<file path="src/rtl/mont_enc.sv">
// mont_enc: maps an operand a < q into the Montgomery domain, a*2^R_BITS mod q,
// with one doubling/conditional-subtract step per clock. Macro MONT_ENC_PREREDUCE_EN adds a PRE stage.
module mont_enc #(
  parameter int K      = 54,
  parameter int W      = 24,
  parameter int M      = 17,
  parameter int R_BITS = 3*W
) (
  input  logic         clk,
  input  logic         rst,
  input  logic         in_valid,
  output logic         in_ready,
  input  logic [K-1:0] in_data,
  input  logic [M-1:0] q_m,
  input  logic [3:0]   current_k,
  output logic         out_valid,
  input  logic         out_ready,
  output logic [K-1:0] out_data,
  output logic         busy
);

  localparam int TW = K - M - W;
  localparam int CW = $clog2(R_BITS + 1);
  localparam logic [CW-1:0] LAST_STEP = CW'(R_BITS - 1);

  typedef enum logic [1:0] {
    S_IDLE = 2'd0,
    S_PRE  = 2'd1,
    S_RUN  = 2'd2,
    S_DONE = 2'd3
  } state_t;

  state_t          r_state;
  logic [K-1:0]    r_t;
  logic [M-1:0]    r_qm;
  logic [3:0]      r_k;
  logic [CW-1:0]   r_cnt;
  logic            r_in_ready;
  logic            r_out_valid;
  logic            r_busy;

  logic [TW-1:0]   w_top;
  logic [K-1:0]    w_q;
  logic [K:0]      w_d;
  logic [K+1:0]    w_s;
  logic            w_keep_d;
  logic [K-1:0]    w_step;

  // Modulus is rebuilt from the captured segment and size, never from the live inputs
  assign w_top = {TW{1'b1}} >> (4'd8 - r_k);
  assign w_q   = {w_top, r_qm, {(W-1){1'b0}}, 1'b1};

  assign w_d      = {r_t, 1'b0};
  assign w_s      = {1'b0, w_d} - {2'b00, w_q};
  // With T < q a negative S also sets bit K, so either bit selects the unsubtracted value
  assign w_keep_d = w_s[K+1] | w_s[K];
  assign w_step   = w_keep_d ? w_d[K-1:0] : w_s[K-1:0];

`ifdef MONT_ENC_PREREDUCE_EN
  logic [K:0]   w_p;
  logic [K-1:0] w_pre;
  assign w_p   = {1'b0, r_t} - {1'b0, w_q};
  assign w_pre = w_p[K] ? r_t : w_p[K-1:0];
`endif

  always_ff @(posedge clk) begin
    if (rst) begin
      r_state     <= S_IDLE;
      r_t         <= '0;
      r_qm        <= '0;
      r_k         <= 4'd0;
      r_cnt       <= '0;
      r_in_ready  <= 1'b1;
      r_out_valid <= 1'b0;
      r_busy      <= 1'b0;
    end else begin
      case (r_state)
        S_IDLE: begin
          if (in_valid && r_in_ready) begin
            r_t        <= in_data;
            r_qm       <= q_m;
            r_k        <= current_k;
            r_cnt      <= '0;
            r_in_ready <= 1'b0;
            r_busy     <= 1'b1;
`ifdef MONT_ENC_PREREDUCE_EN
            r_state    <= S_PRE;
`else
            r_state    <= S_RUN;
`endif
          end
        end
`ifdef MONT_ENC_PREREDUCE_EN
        S_PRE: begin
          r_t     <= w_pre;
          r_state <= S_RUN;
        end
`endif
        S_RUN: begin
          r_t   <= w_step;
          r_cnt <= r_cnt + CW'(1);
          if (r_cnt == LAST_STEP) begin
            r_state     <= S_DONE;
            r_out_valid <= 1'b1;
          end
        end
        S_DONE: begin
          if (out_ready) begin
            r_state     <= S_IDLE;
            r_out_valid <= 1'b0;
            r_busy      <= 1'b0;
            r_in_ready  <= 1'b1;
          end
        end
        default: begin
          r_state     <= S_IDLE;
          r_out_valid <= 1'b0;
          r_busy      <= 1'b0;
          r_in_ready  <= 1'b1;
        end
      endcase
    end
  end

  assign in_ready  = r_in_ready;
  assign out_valid = r_out_valid;
  assign busy      = r_busy;
  assign out_data  = r_t;

endmodule

</file>
<file path="config.mk">
export PLATFORM = sky130hd
export DESIGN_NAME = mont_enc
export DESIGN_NICKNAME = d
export VERILOG_FILES = /design/src/rtl/mont_enc.sv
export SDC_FILE = /design/constraint.sdc
export NUM_CORES = 1
export LEC_CHECK = 0
export CORE_ASPECT_RATIO = 0.8
export CORE_MARGIN = 3
export CORE_UTILIZATION = 56
export CTS_BUF_LIST = sky130_fd_sc_hd__clkbuf_16
export DETAILED_ROUTE_END_ITERATION = 6
export GPL_ROUTABILITY_DRIVEN = 1
export PLACE_DENSITY = 0.88
export SETUP_SLACK_MARGIN = 0.1
export SYNTH_ARGS = -nofsm -noshare
export SYNTH_HDL_FRONTEND = slang
export SYNTH_SLANG_ARGS = --single-unit
</file>
<file path="constraint.sdc">
create_clock -name clk -period 9.14 [get_ports clk]
set_input_delay 2.742 -clock clk [delete_from_list [all_inputs] [get_ports clk]]
set_output_delay 2.742 -clock clk [all_outputs]
set_load 0.05 [all_outputs]
</file>
==> results.md, run 1 <==
* Yosys warns at 0
* Worst setup EP type: flip-flop
* Site Rows at 34
* Number of max-cap violations at 0
* Post-Synthesis Cells at slightly above 800
* Power, Total at 1940 µW
* Avg WL per Cell at 17.4 µm
* Final non-filler cell total at between 1000 and 1500
* Top post-synthesis cells by count: nand2_1, a21oi_1, dfxtp_1
* CP Max Fanout at 58
* Ports at around 140
* Min-delay src: r_qm[5]
* Detailed Route WL at 18800 µm
* PwrDens at 241 nW/µm²
* Synthesized cell area at 6380 µm²
* Initial Utilization at 58.1%
* Max stage delay on crit path at 650 ps
* Synth top area share at between 20 and 30%
* Slew headroom at 27.1%
* CP max stage cell: buf_4
* Post-synthesis sequential area ratio at between 20% and 30%
* Drt pass-1 iters at 5
* Leak pwr at 0.00299 µW
* TritonCTS clock tree: yes
* Startpoint Class: input port
* Yosys cell types at 67
* Worst Tran Pin Value at between 1000 and 1500 ps
* Die area at 12700 µm²
* Syn_area_per_cell at around 7.7 µm²
* First-pass GRT wire length at a little over 30000 µm
* WS Path Type: input port to flip-flop
* Setup Buffers After CTS at 0
* Die width at roughly 130 µm
* Reg-to-Reg End: out_data[9]
* RD Place Congestion at between 0.9 and 1
* Tcrit/Tclk final at 55.7%
* Starting DRT DRC Count at between 600 and 700
* Worst slack, placed at 3710 ps
* Fin worst setup slack at 4050 ps
* Worst path bufs/invs at 2
* Initial antenna violation count at 0
* Synth top area cells: dfxtp_1, nand2_1, ha_1
* Ant. Diodes at 0
* Post-synth top area cell: dfxtp_1
* Peak supply drop at 0.000168 V
* Largest net degree at the start of global routing at 60
* Fillers at slightly below 900
* Worst hold endpoint: r_qm[5]
* Yosys reg bits at 87
* GR Util met1 at 42.2%
* Fmax at 196 MHz
* Worst R2R Start: r_k[0]
* GR Util met3 at 6.48%
* Setup TNS at 0 ps
* Worst EP required at approximately 9400 ps
* Area Growth Syn to Fin at 26.2%
* Status: complete, no violations
* Die Ht at 101 µm
* RSZ-0062 raised after global routing: no
* Vias in the first global route at 6022
* NumNets Final at 1049
* Fin. Hold Viols at 0
* Num CTS Buffers at 9
* Vias per std cell at between 6 and 7
* DP Cell Count at 1067
* Mapped Nets at 945
* CP cell instances: clkdlybuf4s50_1, nor3b_1, and2_2, buf_4, nor2_1, a21o_1, a21oi_1, nor2_1
* Htree depth at 3
* Worst-skew pair later-pin latency at 350 ps
* DRT antenna net count at 0
* Core outline area at ~11000 µm²
* Overall global routing resource usage at 28.8%
* Most frequent cell after synthesis: nand2_1
* Grt total ovfl at 0
* Detailed Place HPWL at 13200 µm
* Post-synth EDFFs at 0
* Min-Delay Path Depth at 2
* CP arrival at around 5300 ps
* DRC at 0
* Slew Limit Fails at 0
* Ys async rst share at 0%
* CTS root buf: clkbuf_16
* Post-CTS sizing at 0
* Clk_skew at approximately 6.5 ps
* R2r setup slk at ~4100 ps
* Final Setup Violations at 0
* Cts hold-fix bufs at 0
* Clk slew on worst S/H paths at 60 ps
* Most frequent CP cell: nor2_1
* CTS Buffer Depth at 2
* HP Class: flip-flop to flip-flop
* Via count at 6781
* CP top delay family: simple AND/OR/NAND/NOR gates
* R2R depth at 14
* Synth Flop Type: dfxtp_1
* Busiest metal layer after global routing: met2
* Share of layout cells above drive strength 1 at approximately 7.2%
* Worst hold margin at 456 ps
* # clock sinks at a little under 90
* Met2 track demand over resource at 43.9%
* Min cycle time layout at 5090 ps
* Port Buffers at approximately 140
## flip-flops by register name, indices dropped and copies added (netlist names)
signal and cells:
busy 1, in_ready 1, out_data 54, out_valid 1
r_cnt 7, r_k 4, r_qm 17, r_state 2
## cell families after synthesis
group / synth area share, %
AND/OR/NAND/NOR: 21.8
AO/OA/AOI/OAI: 28.0
flip-flops: 27.3
buffers and inverters: 5.00
XOR/XNOR: 6.59
adder cells (fa/ha/maj): 7.06
multiplexers: 4.24
## cells in the final DEF, fill, tap and decap left out, drive strengths merged, types with 7 or more instances in the layout
cell type	netlist	final
o21bai	7	7
buf	16	7
mux2i	27	27
a211oi	12	12
o22ai	14	14
dfxtp	87	87
xor2	13	13
nor2	33	33
or3	11	11
inv	33	34
a2111oi	8	8
clkdlybuf4s50	0	134
a31oi	28	28
nand3	24	24
a21oi	88	88
clkbuf	32	9
nor3	11	11
o21ai	24	24
ha	36	36
nand4	9	9
a21o	17	17
a31o	21	21
nand2	157	157
xnor2	35	35
## cell type report
type                       count  area (µm²)  area share [%]
clock inverter                 6        63.8           0.792
tap                          144         180            2.24
inverter                      33         124            1.54
timing repair buffer         141        1390            17.3
multi-input combinational    662        4330            53.7
clock buffer                   9         225            2.80
sequential                    87        1740            21.6
## stage by stage
step	util [%]	area (µm²)
after floorplan	-	6380
after global placement	70.7	7760
after detailed placement	70.7	7760
after CTS	73.4	8050
after global routing	73.4	8050
final	73.4	8050
## power breakdown
part           total [µW]  internal [µW]  switching [µW]
clock                 370            210             160
combinational        1090            418             668
sequential            489            424            64.8
total                1940           1050             892
## worst register-to-register path, stage by stage (launching register included)
cell      delay [ps]
dfxtp_1          370
nor3_1            80
xnor2_1          800
o21ai_0          220
ha_1             440
a211oi_1         350
o211ai_1         130
a311oi_1         360
o211ai_1         140
nor2_1           150
a211oi_2          70
o21bai_4         510
nand2_2          640
a311o_1          560
o211a_1          110
## worst max-delay path by stage
| stage | endpoint | cells after the start | start | slack (ps) |
|---|---|---|---|---|
| after global routing | out_data[9] | 14 | r_k[0] | 3780 |
| after floorplan | out_data[13] | 7 | in_valid | 4630 |
| after detailed placement | r_cnt[3] | 8 | in_valid | 3710 |
| after global placement | r_cnt[3] | 8 | in_valid | 3780 |
| after CTS | r_cnt[3] | 8 | in_valid | 4070 |
| final | r_cnt[3] | 8 | in_valid | 4050 |
## layer usage
layer | share of wire [%] | routed length [µm] | vias up
li1 | - | - | 3239
met1 | 46 | 8720 | 3142
met2 | 42 | 7890 | 363
met3 | 10 | 1920 | 37
met4 | 1.5 | 286 | 0
met5 | 0 | 0 | -
No activity file was read; power rests on OpenSTA's default activity.
==> run 2, diff against run 1 <==
--- a/config.mk
+++ b/config.mk
@@ -7,11 +7,11 @@
 export LEC_CHECK = 0
 export CORE_ASPECT_RATIO = 0.8
 export CORE_MARGIN = 3
-export CORE_UTILIZATION = 56
+export CORE_UTILIZATION = 47
 export CTS_BUF_LIST = sky130_fd_sc_hd__clkbuf_16
 export DETAILED_ROUTE_END_ITERATION = 6
 export GPL_ROUTABILITY_DRIVEN = 1
-export PLACE_DENSITY = 0.88
+export PLACE_DENSITY = 0.79
 export SETUP_SLACK_MARGIN = 0.1
 export SYNTH_ARGS = -nofsm -noshare
 export SYNTH_HDL_FRONTEND = slang
==> constraint.sdc (replaced) <==
create_clock -name clk -period 4.2 [get_ports clk]
set_input_delay 1.26 -clock clk [delete_from_list [all_inputs] [get_ports clk]]
set_output_delay 1.26 -clock clk [all_outputs]
set_load 0.05 [all_outputs]
==> results.md, run 2 (same netlist as run 1, synthesis figures left out) <==
* Die area at 15000 µm² (+18%)
* Setup Buffers After CTS at 0 (unchanged)
* Leak pwr at 0.00305 µW (+1.9%)
* RD Place Congestion at 0.909 (-3.6%)
* CTS root buf: clkbuf_16
* Slew Limit Fails at 0 (unchanged)
* Worst setup EP type: flip-flop
* Setup TNS at 0 ps (unchanged)
* Largest net degree at the start of global routing at 50 (-17%)
* DP Cell Count at 1107 (+3.7%)
* TritonCTS clock tree: yes
* RSZ-0062 raised after global routing: no
* Die width at 136 µm (+8.7%)
* Final non-filler cell total at 1123 (+3.8%)
* Drt pass-1 iters at 5 (unchanged)
* PwrDens at 525 nW/µm² (+120%)
* # clock sinks at 87 (unchanged)
* Number of max-cap violations at 0 (unchanged)
* Initial Utilization at 48.9% (-9.3 points)
* Most frequent cells in the layout: nand2_1, clkdlybuf4s50_1, a21oi_1, dfxtp_1, inv_1
* CP Max Fanout at 14 (-76%)
* Worst-skew pair later-pin latency at 350 ps (about the same)
* Clk slew on worst S/H paths at 70 ps (about the same)
* Vias in the first global route at 6204 (+3.0%)
* Min cycle time layout at 3800 ps
* Htree depth at 3 (unchanged)
* Share of layout cells above drive strength 1 at 8.44% (+1.2 points)
* Vias per std cell at 5.95 (-5.0%)
* Grt total ovfl at 0 (unchanged)
* Cts hold-fix bufs at 0 (unchanged)
* NumNets Final at 1059 (+0.95%)
* Die Ht at 110 µm (+8.6%)
* Peak supply drop at 0.000274 V (+63%)
* CTS Buffer Depth at 2 (unchanged)
* Worst hold margin at 455 ps (-1.35 ps)
* Core outline area at 13100 µm² (+19%)
* Ports at 136 (unchanged)
* Overall global routing resource usage at 26.3% (-2.5 points)
* CP arrival at 4030 ps (-1290 ps)
* Clk_skew at 6.49 ps (+0.0107 ps)
* Status: complete, no violations
* Site Rows at 37 (+8.8%)
* Avg WL per Cell at 17.6 µm (+1.0%)
* Min-Delay Path Depth at 2 (unchanged)
* Max reg flops at 54 (unchanged)
* Num CTS Buffers at 9 (unchanged)
* WS Path Type: flip-flop to flip-flop
* Via count at 6687 (-1.4%)
* Area Growth Syn to Fin at 28.5%
* Port Buffers at 135 (unchanged)
* Post-CTS sizing at 0 (unchanged)
* HP Class: flip-flop to flip-flop
* Startpoint Class: flip-flop
* Worst EP required at 4430 ps (-4940 ps)
* Cell Area, Placed at 7900 µm² (+1.7%)
* Final Setup Violations at 0 (unchanged)
* Slew headroom at 47.3% (+20 points)
* Worst Tran Pin Value at 788 ps (-305 ps)
* Starting DRT DRC Count at 618 (-0.48%)
* Ant. Diodes at 0 (unchanged)
* Detailed Place HPWL at 14300 µm (+9.1%)
* Area occupied by multi-input gates at 4350 µm² (+0.61%)
* Initial antenna violation count at 0 (unchanged)
* Fillers at 1164 (+33%)
* Commonest non-fill, non-tap cell in the layout: nand2_1
* DRT antenna net count at 0 (unchanged)
* Fin. Hold Viols at 0 (unchanged)
* Fmax at 263 MHz
* First-pass GRT wire length at 31800 µm (+4.7%)
* Sequential cell area at 1740 µm² (unchanged)
* Tcrit/Tclk final at 90.5%
* R2R depth at 16 (+2)
* DRC at 0 (unchanged)
* Detailed Route WL at 19700 µm (+4.9%)
* Post-Layout Inst Area at 8200 µm² (+1.9%)
## run 2: changes by cell type in the layout (fill, tap and decap cells not counted), moves of 2 or more
cell and delta:
ha_1 -2, ha_2 +2, buf_4 +7, clkinv_4 -2
inv_1 +2, buf_12 +2
## run 2: routing by layer
layer | wire length (µm) | vias to the layer above | share of wire (%) | track usage (%)
met5 | 0 | - | 0 | 0
met4 | 191 | 0 | 0.97 | 6.12
met3 | 1580 | 22 | 8.0 | 5.26
met2 | 8320 | 293 | 42 | 39.0
met1 | 9640 | 3109 | 49 | 39.2
li1 | - | 3263 | - | -
## run 2: final cells by class
| cell class | instances | area share (%) |
|---|---|---|
| clock buffers | 9 | 2.75 |
| clock inverters | 6 | 0.686 |
| inverters | 33 | 1.51 |
| multi-input cells | 663 | 53.1 |
| flip-flops and latches | 87 | 21.2 |
| well taps | 175 | 2.67 |
| repair buffers | 150 | 18.1 |
## run 2: where the power goes
| part | internal [µW] | leakage, µW | switching (µW) |
|---|---|---|---|
| sequential | 923 | 0.000714 | 145 |
| combinational | 957 | 0.00219 | 1490 |
| clock | 452 | 0.000141 | 344 |
| total | 2330 | 0.00305 | 1980 |
## run 2: final timing paths
check	start	endpoint	slack [ps]
hold / removal	r_qm[6]	r_qm[6]	450
hold reg to reg	r_qm[6]	r_qm[6]	450
setup / recovery	r_k[0]	out_data[12]	400
setup reg to reg	r_k[0]	out_data[12]	400
## run 2: critical path: stages, from the launching register on
cell	delay [ps]
dfxtp_1	340
nor3_1	320
xnor2_2	270
buf_4	220
a21oi_1	40
ha_1	430
and4_1	270
and3_1	210
nand2_1	60
o211ai_1	170
nor2_1	80
a211oi_2	250
o21bai_4	130
buf_4	220
a2111oi_2	420
xnor2_1	170
o22ai_1	90
## run 2: per-stage QoR
stage,worst slack [ps],power [µW],util (%)
finish,401,4310,62.8
global route,115,4570,62.8
CTS,132,4250,62.6
detailed placement,151,3440,60.5
global placement,306,3420,60.5
floorplan,523,2810,-
